File: src/rtl/mem_arbiter.sv
// Two-port round-robin arbiter sharing one RAM between the CPU (port 0) and a
// second bus master (port 1), with a bounded burst while the other port waits.
module mem_arbiter #(
    parameter int AW        = 8,
    parameter int DW        = 8,
    parameter int MAX_BURST = 4
) (
    input  logic          clk,
    input  logic          rst,
    input  logic          req0,
    input  logic          rw0,
    input  logic [AW-1:0] addr0,
    input  logic [DW-1:0] wdata0,
    output logic          ready0,
    output logic [DW-1:0] rdata0,
    input  logic          req1,
    input  logic          rw1,
    input  logic [AW-1:0] addr1,
    input  logic [DW-1:0] wdata1,
    output logic          ready1,
    output logic [DW-1:0] rdata1,
    output logic [AW-1:0] mem_addr,
    output logic          mem_we,
    output logic [DW-1:0] mem_wdata,
    input  logic [DW-1:0] mem_rdata,
    output logic [1:0]    owner
);

    localparam int CW = (MAX_BURST > 1) ? $clog2(MAX_BURST) : 1;
    localparam logic [CW-1:0] BURST_LAST = CW'(MAX_BURST - 1);
    localparam logic [CW-1:0] ONE        = CW'(1);

    typedef enum logic [1:0] {
        IDLE = 2'b00,
        OWN0 = 2'b01,
        OWN1 = 2'b10
    } state_t;

    state_t        state_q, state_d;
    logic [CW-1:0] burst_cnt_q, burst_cnt_d;
    logic          last_grant_q, last_grant_d;

    // On a tie the port that did not hold the bus last wins.
    function automatic state_t pick(input logic r0, input logic r1, input logic lg);
        if (r0 && r1) return lg ? OWN0 : OWN1;
        if (r0)       return OWN0;
        if (r1)       return OWN1;
        return IDLE;
    endfunction

    always_ff @(posedge clk or negedge rst) begin
        if (!rst) begin
            state_q      <= IDLE;
            burst_cnt_q  <= '0;
            last_grant_q <= 1'b1;
        end else begin
            state_q      <= state_d;
            burst_cnt_q  <= burst_cnt_d;
            last_grant_q <= last_grant_d;
        end
    end

    always_comb begin
        state_d      = state_q;
        burst_cnt_d  = burst_cnt_q;
        last_grant_d = last_grant_q;
        case (state_q)
            IDLE: state_d = pick(req0, req1, last_grant_q);
            OWN0: begin
                if (req0) begin
                    if (burst_cnt_q == BURST_LAST) begin
                        if (req1) state_d = OWN1;
                    end else begin
                        burst_cnt_d = burst_cnt_q + ONE;
                    end
                end else begin
                    last_grant_d = 1'b0;
                    state_d      = pick(1'b0, req1, 1'b0);
                end
            end
            OWN1: begin
                if (req1) begin
                    if (burst_cnt_q == BURST_LAST) begin
                        if (req0) state_d = OWN0;
                    end else begin
                        burst_cnt_d = burst_cnt_q + ONE;
                    end
                end else begin
                    last_grant_d = 1'b1;
                    state_d      = pick(req0, 1'b0, 1'b1);
                end
            end
            default: state_d = IDLE;
        endcase
        // Any change of owner starts a fresh tenure and records the new grant.
        if (state_d != state_q) begin
            burst_cnt_d = '0;
            if (state_d == OWN0) last_grant_d = 1'b0;
            if (state_d == OWN1) last_grant_d = 1'b1;
        end
    end

    always_comb begin
        mem_addr  = '0;
        mem_wdata = '0;
        mem_we    = 1'b0;
        ready0    = 1'b0;
        ready1    = 1'b0;
        rdata0    = '0;
        rdata1    = '0;
        owner     = state_q;
        case (state_q)
            OWN0: begin
                mem_addr  = addr0;
                mem_wdata = wdata0;
                mem_we    = rw0 & req0;
                ready0    = req0;
                rdata0    = mem_rdata;
            end
            OWN1: begin
                mem_addr  = addr1;
                mem_wdata = wdata1;
                mem_we    = rw1 & req1;
                ready1    = req1;
                rdata1    = mem_rdata;
            end
            default: owner = IDLE;
        endcase
    end

endmodule

File: config.mk
export PLATFORM = sky130hd
export DESIGN_NAME = mem_arbiter
export DESIGN_NICKNAME = d
export VERILOG_FILES = /design/src/rtl/mem_arbiter.sv
export SDC_FILE = /design/constraint.sdc
export NUM_CORES = 1
export LEC_CHECK = 0
export BUFFER_PORTS_ARGS = -buffer_cell sky130_fd_sc_hd__buf_2
export CAP_MARGIN = 0
export CORE_MARGIN = 2
export CORE_UTILIZATION = 34
export DETAILED_ROUTE_END_ITERATION = 7
export GPL_ROUTABILITY_DRIVEN = 1
export PLACE_DENSITY = 0.8
export SLEW_MARGIN = 0
export SYNTH_ARGS = -nofsm -noshare
export SYNTH_HDL_FRONTEND = slang
export SYNTH_SLANG_ARGS = --single-unit
File: constraint.sdc
create_clock -name clk -period 2.5 [get_ports clk]
set_input_delay 0.125 -clock clk [delete_from_list [all_inputs] [get_ports clk]]
set_output_delay 0.125 -clock clk [all_outputs]
set_load 0.1 [all_outputs]
### Word level (Yosys, flattened, before mapping)

Index checks and enable logic that the tools add are counted.

| storage, ports and cells | value |
|---|---|
| register bits | 5 |
| input bits | 46 |
| output and inout bits | 37 |
| logic and storage cells | 69 |

| cells by class | value |
|---|---|
| add/sub/neg operators | 1 |
| bitwise gates (word level) | 2 |
| eq/ne operators | 8 |
| reductions and logical operators | 5 |
| mux-type cells | 50 |

Operators with widths:

| kind | count |
|---|---|
| $mux 2 | 22 |
| $pmux 8 s2 | 2 |
| $mux 1 | 20 |
| $mux 8 | 2 |
| $eq 2x2->1 const B | 3 |
| $ne 3x3->1 const B | 2 |
| $pmux 2 s3 | 1 |
| $eq 2x1->1 const B | 2 |
| $pmux 1 s2 | 2 |
| $pmux 2 s2 | 1 |
| $reduce_and 3->1 | 1 |
| $reduce_bool 3->1 | 1 |
| $add 2x1->2 const B | 1 |
| $and 1x1->1 | 2 |
| $logic_not 2->1 | 1 |
| $ne 2x2->1 | 1 |
| $reduce_or 2->1 | 1 |
| $logic_and 1x1->1 | 1 |

### Depth between registers and ports, before layout

Gate-level depths: netlist of the first run.

| logic depth | value |
|---|---|
| depth in word-level cells | 16 |
| gate-level depth with buffers | 8 |
| gate-level depth less buffers | 7 |

### Worst setup path before layout of the first run

Ideal clock, no wire load.

| path | value |
|---|---|
| kind | reg-to-output |
| from | register state_q[1] |
| to | output port mem_we |
| arrival time | 3714 ps |
| path buffers | 0 |
| stages on the path, launching flop included | 6 |
| slack | -1339 ps |
| cells stage by stage | dfrtp_1 inv_1 ha_1 and2_1 a22oi_1 nor2_1 |

| between the ends | value |
|---|---|
| word-level cells in the longest chain between the ends | 2 |
| elaborated cells on any way between the ends | 3 |
| classes of those cells | 2 x eq/ne; 1 x mux |

RTL lines:

| element | RTL line | text |
|---|---|---|
| start, declared | 39 | `state_t state_q, state_d;` |
| start signal, assigned | 57 | `state_q <= state_d;` |
| $eq 2x2->1 / $eq 2x1->1 (equally long branches) | 112 | `case (state_q)` |
| $pmux 1 s2 * | 112 |  |
| end, declared | 23 | `output logic mem_we,` |

Mark *: on every way between the ends. The rest lies on a longest branch, timed or not.

### Worst setup path after layout of the first run

| path | value |
|---|---|
| from | register state_q[0] |
| to | output port mem_addr[0] |

| between the ends | value |
|---|---|
| word-level cells in the longest chain between the ends | 2 |
| elaborated cells on any way between the ends | 3 |
| classes of those cells | 2 x eq/ne; 1 x mux |

RTL lines:

| element | RTL line | text |
|---|---|---|
| $eq 2x2->1 / $eq 2x1->1 (equally long branches) | 112 |  |
| $pmux 8 s2 * | 112 |  |
| end, declared | 22 | `output logic [AW-1:0] mem_addr,` |

Marked as above.

==> impl_metrics.py, run 1 <==
metrics = {
    "synth": {
        "synth_top_area_cell": "a22o_1",
        "synth_fp_nets": 143,
        "syn-cell-area_um2": 741,
        "synth_edf_count": 0,
        "yosys-top-cells-area": "a22o_1 (19%), and2_1 (14%), dfrtp_1 (14%), ha_1 (10%), inv_1 (4.1%)",
        "synth_top_family_by_area": "compound AO/OA/AOI/OAI gates",
        "synth-seq-cells": 5,
        "yosysWarningCount": 0,
        "synthMuxAreaShare": 0.0135,
        "synth-main-ff-cell": "dfrtp_1",
        "synth_seq_area_share": 0.171,
        "synth_cell_types": 28,
        "synth-simple-area-share": 0.269,
        "synthXorXnorAreaFrac": 0.0355,
        "postSynth.asyncResetShare": 1.00,
        "synth_most_common_cell": "and2_1",
        "synthCells": 91,
        "ys_top_cells_by_count": "and2_1 (17), a22o_1 (16), inv_1 (8)",
        "synthAdderAreaFrac": 0.101,
        "synth_compound_area_frac": 0.346,
        "synth_top_cell_area_share": 0.189,
        "avgSynthCellArea_um2": 8.14,
    },
    "detailed_routing": {
        "wl_per_cell_um": 14.6,
        "routed_wl_um": 2970,
        "drt-met1-wl_um": 989,
        "met3_length_um": 298,
        "first_pass_iters": 4,
        "top_layer_used": "met4",
        "remaining_drc_errors": 0,
        "met2_length_um": 1590,
        "drt-initial-drc-count": 14,
        "via_count": 1073,
        "viasPerCell": 5.29,
        "drtAntennaViolNets": 0,
    },
    "final_layout": {
        "fin_cells": 203,
        "antennaDiodeCount": 0,
        "multi_input_area_um2": 679,
        "area_delta_synth_final_pct": 112,
        "nets": 229,
        "seq_area_um2": 126,
        "fill_cells": 130,
        "layout-drive-gt1-share": 0.608,
    },
    "clock_tree": {
        "cts_buffer_depth": 2,
        "tritoncts": "done",
        "numCtsBuffers": 3,
        "clk_latency_ns": 0.23,
        "clkTransAtPathRegs_ns": 0.04,
        "cts_sinks": 5,
        "cts_max_level": 1,
        "clock-root-buffer": "clkbuf_4",
        "cts_setup_buffers": 0,
    },
    "global_routing": {
        "overflow": 0,
        "grt_pass1_wl_um": 4680,
        "grt_max_degree": 17,
        "grtUsageTotal": 0.241,
        "antenna_found_initial": 0,
        "grt_pass1_vias": 1094,
    },
    "timing": {
        "fmax_mhz": 428,
        "slew_headroom": 0.677,
        "rsz0062_at_grt": "false",
        "tns_ns": 0,
        "period_minus_slack_ns": 2.34,
        "clock_skew_ns": 0.00369,
        "hold_viol_final": 0,
        "worst_pin_slew_ns": 0.487,
        "slew_viol_final": 0,
        "setup_viol": 0,
        "timing.final.crit_share": 0.935,
    },
    "place": {
        "dp_cells": 198,
        "numPortBuffers": 82,
        "place_hpwl_um": 2640,
        "routabilityCongestion": 0.911,
    },
    "floorplanning": {
        "dieWidth_um": 50.7,
        "ioPinCount": 83,
        "dieArea_um2": 2570,
        "rows": 16,
        "initial_utilization": 0.370,
        "die_h_um": 50.7,
        "coreArea_um2": 2000,
    },
    "critical_path": {
        "crit_fanout": 16,
        "end_kind": "primary output",
        "worstRegToRegCells": 7,
        "r2r_setup_slack_ns": 0.32,
        "arrival_ns": 2.21,
        "crit_type": "flop to primary output",
        "reg2reg_from": "state_q[0]$_DFF_PN0_",
        "critPathRequiredTime_ns": 2.38,
        "start_kind": "flop",
        "regToRegEndpoint": "last_grant_q$_DFF_PN1_",
    },
    "min_path": {
        "hold_path_class": "primary input to async pin",
    },
    "status": {
        "status": "finished clean",
    },
    "job": {
        "max_cap_violations": 0,
    },
}
[through the flow]
stage / utilization / area [µm²] / hold WS, ns / setup slack [ns]
2_1_floorplan: - / 852 / -0.171 / 0.0682
3_3_place_gp: 0.766 / 1530 / -0.0600 / 0.504
3_5_place_dp: 0.766 / 1530 / -0.0575 / 0.341
4_1_cts: 0.784 / 1570 / 0.230 / 0.131
5_1_grt: 0.785 / 1570 / 0.248 / 0.0504
6_report: 0.785 / 1570 / 0.232 / 0.162
[worst max-delay path by stage]
stage | cells past startpoint | slack [ns] | endpoint | from
after floorplan | 6 | 0.07 | mem_addr[2] | state_q[1]$_DFF_PN0_
after global placement | 7 | 0.50 | burst_cnt_q[0]$_DFFE_PN0P_ | state_q[0]$_DFF_PN0_
after detailed placement | 7 | 0.34 | last_grant_q$_DFF_PN1_ | state_q[0]$_DFF_PN0_
after CTS | 7 | 0.13 | mem_addr[3] | state_q[0]$_DFF_PN0_
after global routing | 7 | 0.05 | mem_addr[3] | state_q[0]$_DFF_PN0_
final | 7 | 0.16 | mem_addr[0] | state_q[0]$_DFF_PN0_
[cell usage in the layout (no fill, tap or decap), drive strengths merged]
cell and count:
a211oi 1, a21oi 3, a22o 17, a22oi 2, a311oi 1, and2 18
and4 1, buf 84, clkbuf 4, dfrtp 4, dfstp 1, dlygate4sd3 1
ha 6, inv 8, mux2i 1, nand2 3, nand2b 2, nand3 1
nand4 1, nor2 4, nor2b 1, nor3 4, o211a 1, o21ai 2
o22ai 1, o311ai 1, xnor2 3
[per-layer routing]
| metal | GRT usage | up-vias |
|---|---|---|
| met5 | 0 | - |
| met4 | 0.108 | 0 |
| met3 | 0.0565 | 10 |
| met2 | 0.496 | 81 |
| met1 | 0.215 | 477 |
| li1 | - | 505 |
[cell families after synthesis]
group	count (synthesis)
buffers and inverters	12
AO/OA/AOI/OAI	29
flip-flops	5
XOR/XNOR	3
AND/OR/NAND/NOR	35
adder cells (fa/ha/maj)	6
multiplexers	1
[final cells by class]
class                           instances  area share
Clock buffer                            4      0.0167
Inverter                                8      0.0191
Tap cell                               27      0.0215
Timing Repair Buffer                   85       0.430
Multi-Input combinational cell         74       0.432
Sequential cell                         5      0.0804
[critical path, cell delays in order (launching register included)]
cell     delay (ns)
dfrtp_1        0.54
inv_1          0.16
ha_1           0.34
inv_1          0.17
nor2_1         0.07
buf_4          0.21
a22o_2         0.31
buf_12         0.17
[flip-flops by register name, indices dropped and copies added (netlist names)]
signal        flops
burst_cnt_q       2
last_grant_q      1
state_q           2
[what timing repair did]
item                                   in CTS  in global routing
hold buffers                                1                  0
setup endpoints to repair                   0                  6
gates resized for setup                     0                  1
endpoints found under the hold margin       5                  0
Power of run 1 is left out: the tool's default activity adds up to more than one toggle a clock period on the data nets, which glitch-free logic cannot reach.
==> inputs of run 2 (changes only) <==
--- a/config.mk
+++ b/config.mk
@@ -12,6 +12,7 @@
 export DETAILED_ROUTE_END_ITERATION = 7
 export GPL_ROUTABILITY_DRIVEN = 1
 export PLACE_DENSITY = 0.8
+export RECOVER_POWER = 25
 export SLEW_MARGIN = 0
 export SYNTH_ARGS = -nofsm -noshare
 export SYNTH_HDL_FRONTEND = slang
==> run 2 against run 1 <==
Net effect:
- routed wire length is essentially flat
- die area is the same
- non-clock buffer count is the same
- flip-flop and latch count is the same
- final area shrank 0.48%
- utilization shrank 0.38 points
- critical endpoint unchanged
- highest routed layer unchanged
- clock skew is essentially flat
- sequential share of layout area is essentially flat
- register-to-register slack is essentially flat
- via count shrank 0.65%
- count of clock-buffer cells in the layout is the same
==> impl_metrics.py, run 2 (same netlist as run 1, synthesis figures left out) <==
metrics = {
    "detailed_routing": {
        "viasPerCell": 5.25,
        "remaining_drc_errors": 0,
        "drt-initial-drc-count": 14,
        "first_pass_iters": 4,
        "via_count": 1066,
        "drtAntennaViolNets": 0,
        "routed_wl_um": 2970,
        "wl_per_cell_um": 14.6,
    },
    "timing": {
        "fin_ws_ns": 0.163,
        "clock_skew_ns": 0.00368,
        "fmax_mhz": 428,
        "hold_viol_final": 0,
        "slew_headroom": 0.223,
        "rsz0062_at_grt": "false",
        "worst_pin_slew_ns": 1.17,
        "tns_ns": 0,
        "period_minus_slack_ns": 2.34,
        "timing.final.crit_share": 0.935,
        "setup_viol": 0,
        "slew_viol_final": 0,
    },
    "final_layout": {
        "area_delta_synth_final_pct": 111,
        "fin_util": 0.781,
        "reg_top3": "burst_cnt_q (2), state_q (2), last_grant_q (1)",
        "nets": 229,
        "final_cell_mix": "buf_2 (60), and2_1 (16), buf_12 (16), a22o_4 (10), inv_1 (8)",
        "antennaDiodeCount": 0,
        "final_common_cell": "buf_2",
        "layout-drive-gt1-share": 0.574,
        "fill_cells": 131,
    },
    "global_routing": {
        "antenna_found_initial": 0,
        "grt_pass1_vias": 1094,
        "overflow": 0,
        "grt_max_degree": 17,
        "grtUsageTotal": 0.241,
        "grt_pass1_wl_um": 4680,
    },
    "critical_path": {
        "worstRegToRegCells": 7,
        "crit_type": "flop to primary output",
        "reg2reg_from": "state_q[0]$_DFF_PN0_",
        "critPathLaunch": "state_q[0]$_DFF_PN0_",
        "critPathRequiredTime_ns": 2.38,
        "cp_cell_sequence": "inv_1 -> ha_1 -> inv_1 -> nor2_1 -> buf_4 -> a22o_2 -> buf_12",
        "crit_path_max_incr_delay_ns": 0.54,
        "crit_fanout": 16,
        "r2r_setup_slack_ns": 0.33,
        "crit_top_cell": "inv_1",
        "regToRegEndpoint": "last_grant_q$_DFF_PN1_",
        "cp-endpoint": "mem_addr[0]",
        "end_kind": "primary output",
        "arrival_ns": 2.21,
        "start_kind": "flop",
        "slowest_stage": "dfrtp_1",
    },
    "place": {
        "place_hpwl_um": 2640,
        "dp_worst_setup_slack_ns": 0.341,
        "numPortBuffers": 82,
        "routabilityCongestion": 0.911,
    },
    "floorplanning": {
        "coreArea_um2": 2000,
        "dieArea_um2": 2570,
        "ioPinCount": 83,
        "initial_utilization": 0.370,
        "die_h_um": 50.7,
        "rows": 16,
        "dieWidth_um": 50.7,
    },
    "clock_tree": {
        "tritoncts": "done",
        "numCtsBuffers": 3,
        "cts_max_level": 1,
        "clk_latency_ns": 0.23,
        "cts_buffer_depth": 2,
        "cts_sinks": 5,
        "clkTransAtPathRegs_ns": 0.04,
        "clock-root-buffer": "clkbuf_4",
        "cts_setup_buffers": 0,
    },
    "job": {
        "max_cap_violations": 0,
    },
    "status": {
        "status": "finished clean",
    },
    "min_path": {
        "hold_path_class": "primary input to async pin",
    },
}
-- run 2: changes by cell type in the layout (fill, tap and decap cells not counted) --
cell / delta
clkbuf_1: +6
buf_2: -6
-- run 2: worst min-delay path by stage --
| stage | endpoint | slack, ns |
|---|---|---|
| global placement | burst_cnt_q[0]$_DFFE_PN0P_ | -0.06 |
| detailed placement | state_q[1]$_DFF_PN0_ | -0.06 |
| finish | burst_cnt_q[1]$_DFFE_PN0P_ | 0.27 |
| CTS | burst_cnt_q[1]$_DFFE_PN0P_ | 0.23 |
| global route | burst_cnt_q[1]$_DFFE_PN0P_ | 0.30 |
| floorplan | burst_cnt_q[0]$_DFFE_PN0P_ | -0.17 |
-- run 2: cell type report --
| class | count | area (µm²) | share of cell area |
|---|---|---|---|
| Sequential cell | 5 | 126 | 0.0808 |
| Multi-Input combinational cell | 74 | 679 | 0.434 |
| Inverter | 8 | 30.0 | 0.0192 |
| Timing Repair Buffer | 85 | 668 | 0.427 |
| Clock buffer | 4 | 26.3 | 0.0168 |
| Tap cell | 27 | 33.8 | 0.0216 |
-- run 2: layer usage --
layer	vias to the layer above	part of all wire	global-route usage
met2	79	0.54	0.496
met4	0	0.031	0.108
met3	10	0.10	0.0565
met1	474	0.33	0.215
met5	-	0	0
li1	503	-	-
-- run 2: metrics by stage --
stage / instance area, µm² / hold slack [ns] / std cells
floorplan: 852 / -0.171 / 91
finish: 1560 / 0.268 / 203
detailed placement: 1530 / -0.0575 / 198
CTS: 1570 / 0.230 / 203
global route: 1560 / 0.304 / 203
global placement: 1530 / -0.0600 / 198
-- run 2: worst max-delay path, delay by kind of cell, from the launching register on --
| family | cells | cell delay [ns] |
|---|---|---|
| buffers and inverters | 4 | 0.71 |
| AOI/OAI and AO/OA | 1 | 0.31 |
| and+or+nand+nor | 1 | 0.07 |
| adders and majority gates | 1 | 0.34 |
| DFF | 1 | 0.54 |
-- run 2: what timing repair did --
action                                  in CTS  in global routing
endpoints found under the setup margin       0                  6
resized for setup                            0                  1
hold buffers                                 1                  0
endpoints found under the hold margin        5                  0
Power of run 2 is left out for the same reason.
==> inputs of run 3 (changes only) <==
==> constraint.sdc (replaced) <==
create_clock -name clk -period 2.5 [get_ports clk]
set_input_delay 0.375 -clock clk [delete_from_list [all_inputs] [get_ports clk]]
set_output_delay 0.375 -clock clk [all_outputs]
set_load 0.1 [all_outputs]
==> run 3 against run 2 <==
Net effect:
- final area is 1.8% higher
- register-to-register slack worse by 0.15 ns
- worst setup slack worse by 0.013 ns
- count of clock-buffer cells in the layout stayed put
- clock skew is 0.0030 ns lower
- sequential share of layout area is 0.061 points lower
- final cell count is 0.99% higher
- non-clock buffer count is 2 higher
- critical path depth stayed put
- global-route usage is 0.30 points lower
==> impl_metrics.py, run 3 (same netlist as run 1, synthesis figures left out) <==
metrics = {
    "min_path": {
        "hold_path_class": "primary input to async pin",
    },
    "timing": {
        "setup_viol": 0,
        "fin_ws_ns": 0.150,
        "hold_viol_final": 0,
        "slew_headroom": 0.229,
        "fmax_mhz": 426,
        "timing.final.crit_share": 0.940,
        "period_minus_slack_ns": 2.35,
        "tns_ns": 0,
        "clock_skew_ns": 0.000690,
        "rsz0062_at_grt": "false",
        "slew_viol_final": 0,
        "worst_pin_slew_ns": 1.16,
    },
    "clock_tree": {
        "tritoncts": "done",
        "cts_buffer_depth": 2,
        "cts_max_level": 1,
        "numCtsBuffers": 3,
        "cts_sinks": 5,
        "clkTransAtPathRegs_ns": 0.04,
        "clock-root-buffer": "clkbuf_4",
        "clk_latency_ns": 0.24,
    },
    "critical_path": {
        "start_kind": "flop",
        "r2r_setup_slack_ns": 0.18,
        "cp_cell_sequence": "inv_1 -> ha_1 -> inv_1 -> nor2_1 -> buf_6 -> a22o_2 -> buf_12",
        "crit_fanout": 16,
        "critPathRequiredTime_ns": 2.12,
        "end_kind": "primary output",
        "crit_type": "flop to primary output",
        "reg2reg_from": "state_q[1]$_DFF_PN0_",
        "crit_path_max_incr_delay_ns": 0.44,
        "cp-endpoint": "mem_addr[5]",
        "regToRegEndpoint": "last_grant_q$_DFF_PN1_",
        "arrival_ns": 1.98,
        "slowest_stage": "dfrtp_2",
        "critPathLaunch": "state_q[1]$_DFF_PN0_",
        "crit_top_cell": "inv_1",
        "worstRegToRegCells": 7,
    },
    "floorplanning": {
        "initial_utilization": 0.370,
        "rows": 16,
        "ioPinCount": 83,
        "dieArea_um2": 2570,
        "die_h_um": 50.7,
        "dieWidth_um": 50.7,
        "coreArea_um2": 2000,
    },
    "final_layout": {
        "final_common_cell": "buf_2",
        "layout-drive-gt1-share": 0.635,
        "multi_input_area_um2": 667,
        "nets": 231,
        "reg_top3": "burst_cnt_q (2), state_q (2), last_grant_q (1)",
        "fill_cells": 133,
        "area_delta_synth_final_pct": 115,
        "seq_area_um2": 128,
        "final_cell_mix": "buf_2 (62), buf_12 (17), and2_1 (16), a22o_4 (10), inv_1 (8)",
        "antennaDiodeCount": 0,
    },
    "place": {
        "numPortBuffers": 82,
        "routabilityCongestion": 0.807,
        "dp_worst_setup_slack_ns": -0.0563,
        "place_hpwl_um": 2590,
    },
    "detailed_routing": {
        "via_count": 1048,
        "wl_per_cell_um": 15.6,
        "viasPerCell": 5.11,
        "drtAntennaViolNets": 0,
        "first_pass_iters": 4,
        "drt-initial-drc-count": 19,
        "routed_wl_um": 3200,
        "remaining_drc_errors": 0,
    },
    "global_routing": {
        "antenna_found_initial": 0,
        "grt_max_degree": 17,
        "grtUsageTotal": 0.238,
        "overflow": 0,
        "grt_pass1_vias": 1017,
        "grt_pass1_wl_um": 4660,
    },
    "job": {
        "max_cap_violations": 0,
    },
    "status": {
        "status": "finished clean",
    },
}
run 3: cell count changes in the layout (fill, tap and decap cells not counted), sizes merged:
cell and delta:
buf +4, clkbuf -2
run 3: cell type report:
class,instances,area share
clock buffers,4,0.0165
inverters,8,0.0189
multi-input cells,74,0.419
flip-flops and latches,5,0.0802
well taps,27,0.0212
repair buffers,87,0.444
run 3: worst min-delay path by stage:
stage	end	start	cells after the start	slack (ns)
after floorplan	burst_cnt_q[0]$_DFFE_PN0P_	rst	0	0.08
after global placement	burst_cnt_q[0]$_DFFE_PN0P_	rst	1	0.19
after detailed placement	burst_cnt_q[0]$_DFFE_PN0P_	rst	1	0.19
after CTS	burst_cnt_q[1]$_DFFE_PN0P_	rst	2	0.47
after global routing	burst_cnt_q[0]$_DFFE_PN0P_	rst	2	0.55
final	burst_cnt_q[1]$_DFFE_PN0P_	rst	2	0.51
run 3: through the flow:
step / std cells / cell area (µm²) / hold slack [ns] / utilization
after floorplan: 91 / 865 / 0.0794 / -
after global placement: 198 / 1540 / 0.189 / 0.771
after detailed placement: 198 / 1540 / 0.194 / 0.771
after CTS: 205 / 1610 / 0.465 / 0.805
after global routing: 205 / 1590 / 0.545 / 0.795
final: 205 / 1590 / 0.508 / 0.795
run 3: what timing repair did:
action                                  4_1_cts  5_1_grt
hold endpoints to repair                      4        0
setup buffers                                 2        0
pin swaps                                     1        0
hold buffers                                  1        0
endpoints found under the setup margin       16       17
resized for setup                             1        4
run 3: critical path: cells and delay by family, from the launching register on:
kind | cells | cell delay (ns)
DFF | 1 | 0.44
AOI/OAI and AO/OA | 1 | 0.25
adders and majority gates | 1 | 0.27
buffers and inverters | 4 | 0.67
and+or+nand+nor | 1 | 0.09
run 3: layer usage:
metal	track usage	up-vias	wire length, µm
li1	-	501	-
met1	0.248	492	1150
met2	0.476	51	1800
met3	0.0357	4	206
met4	0.0766	0	48
met5	0	-	0
Power of run 3 is left out for the same reason.
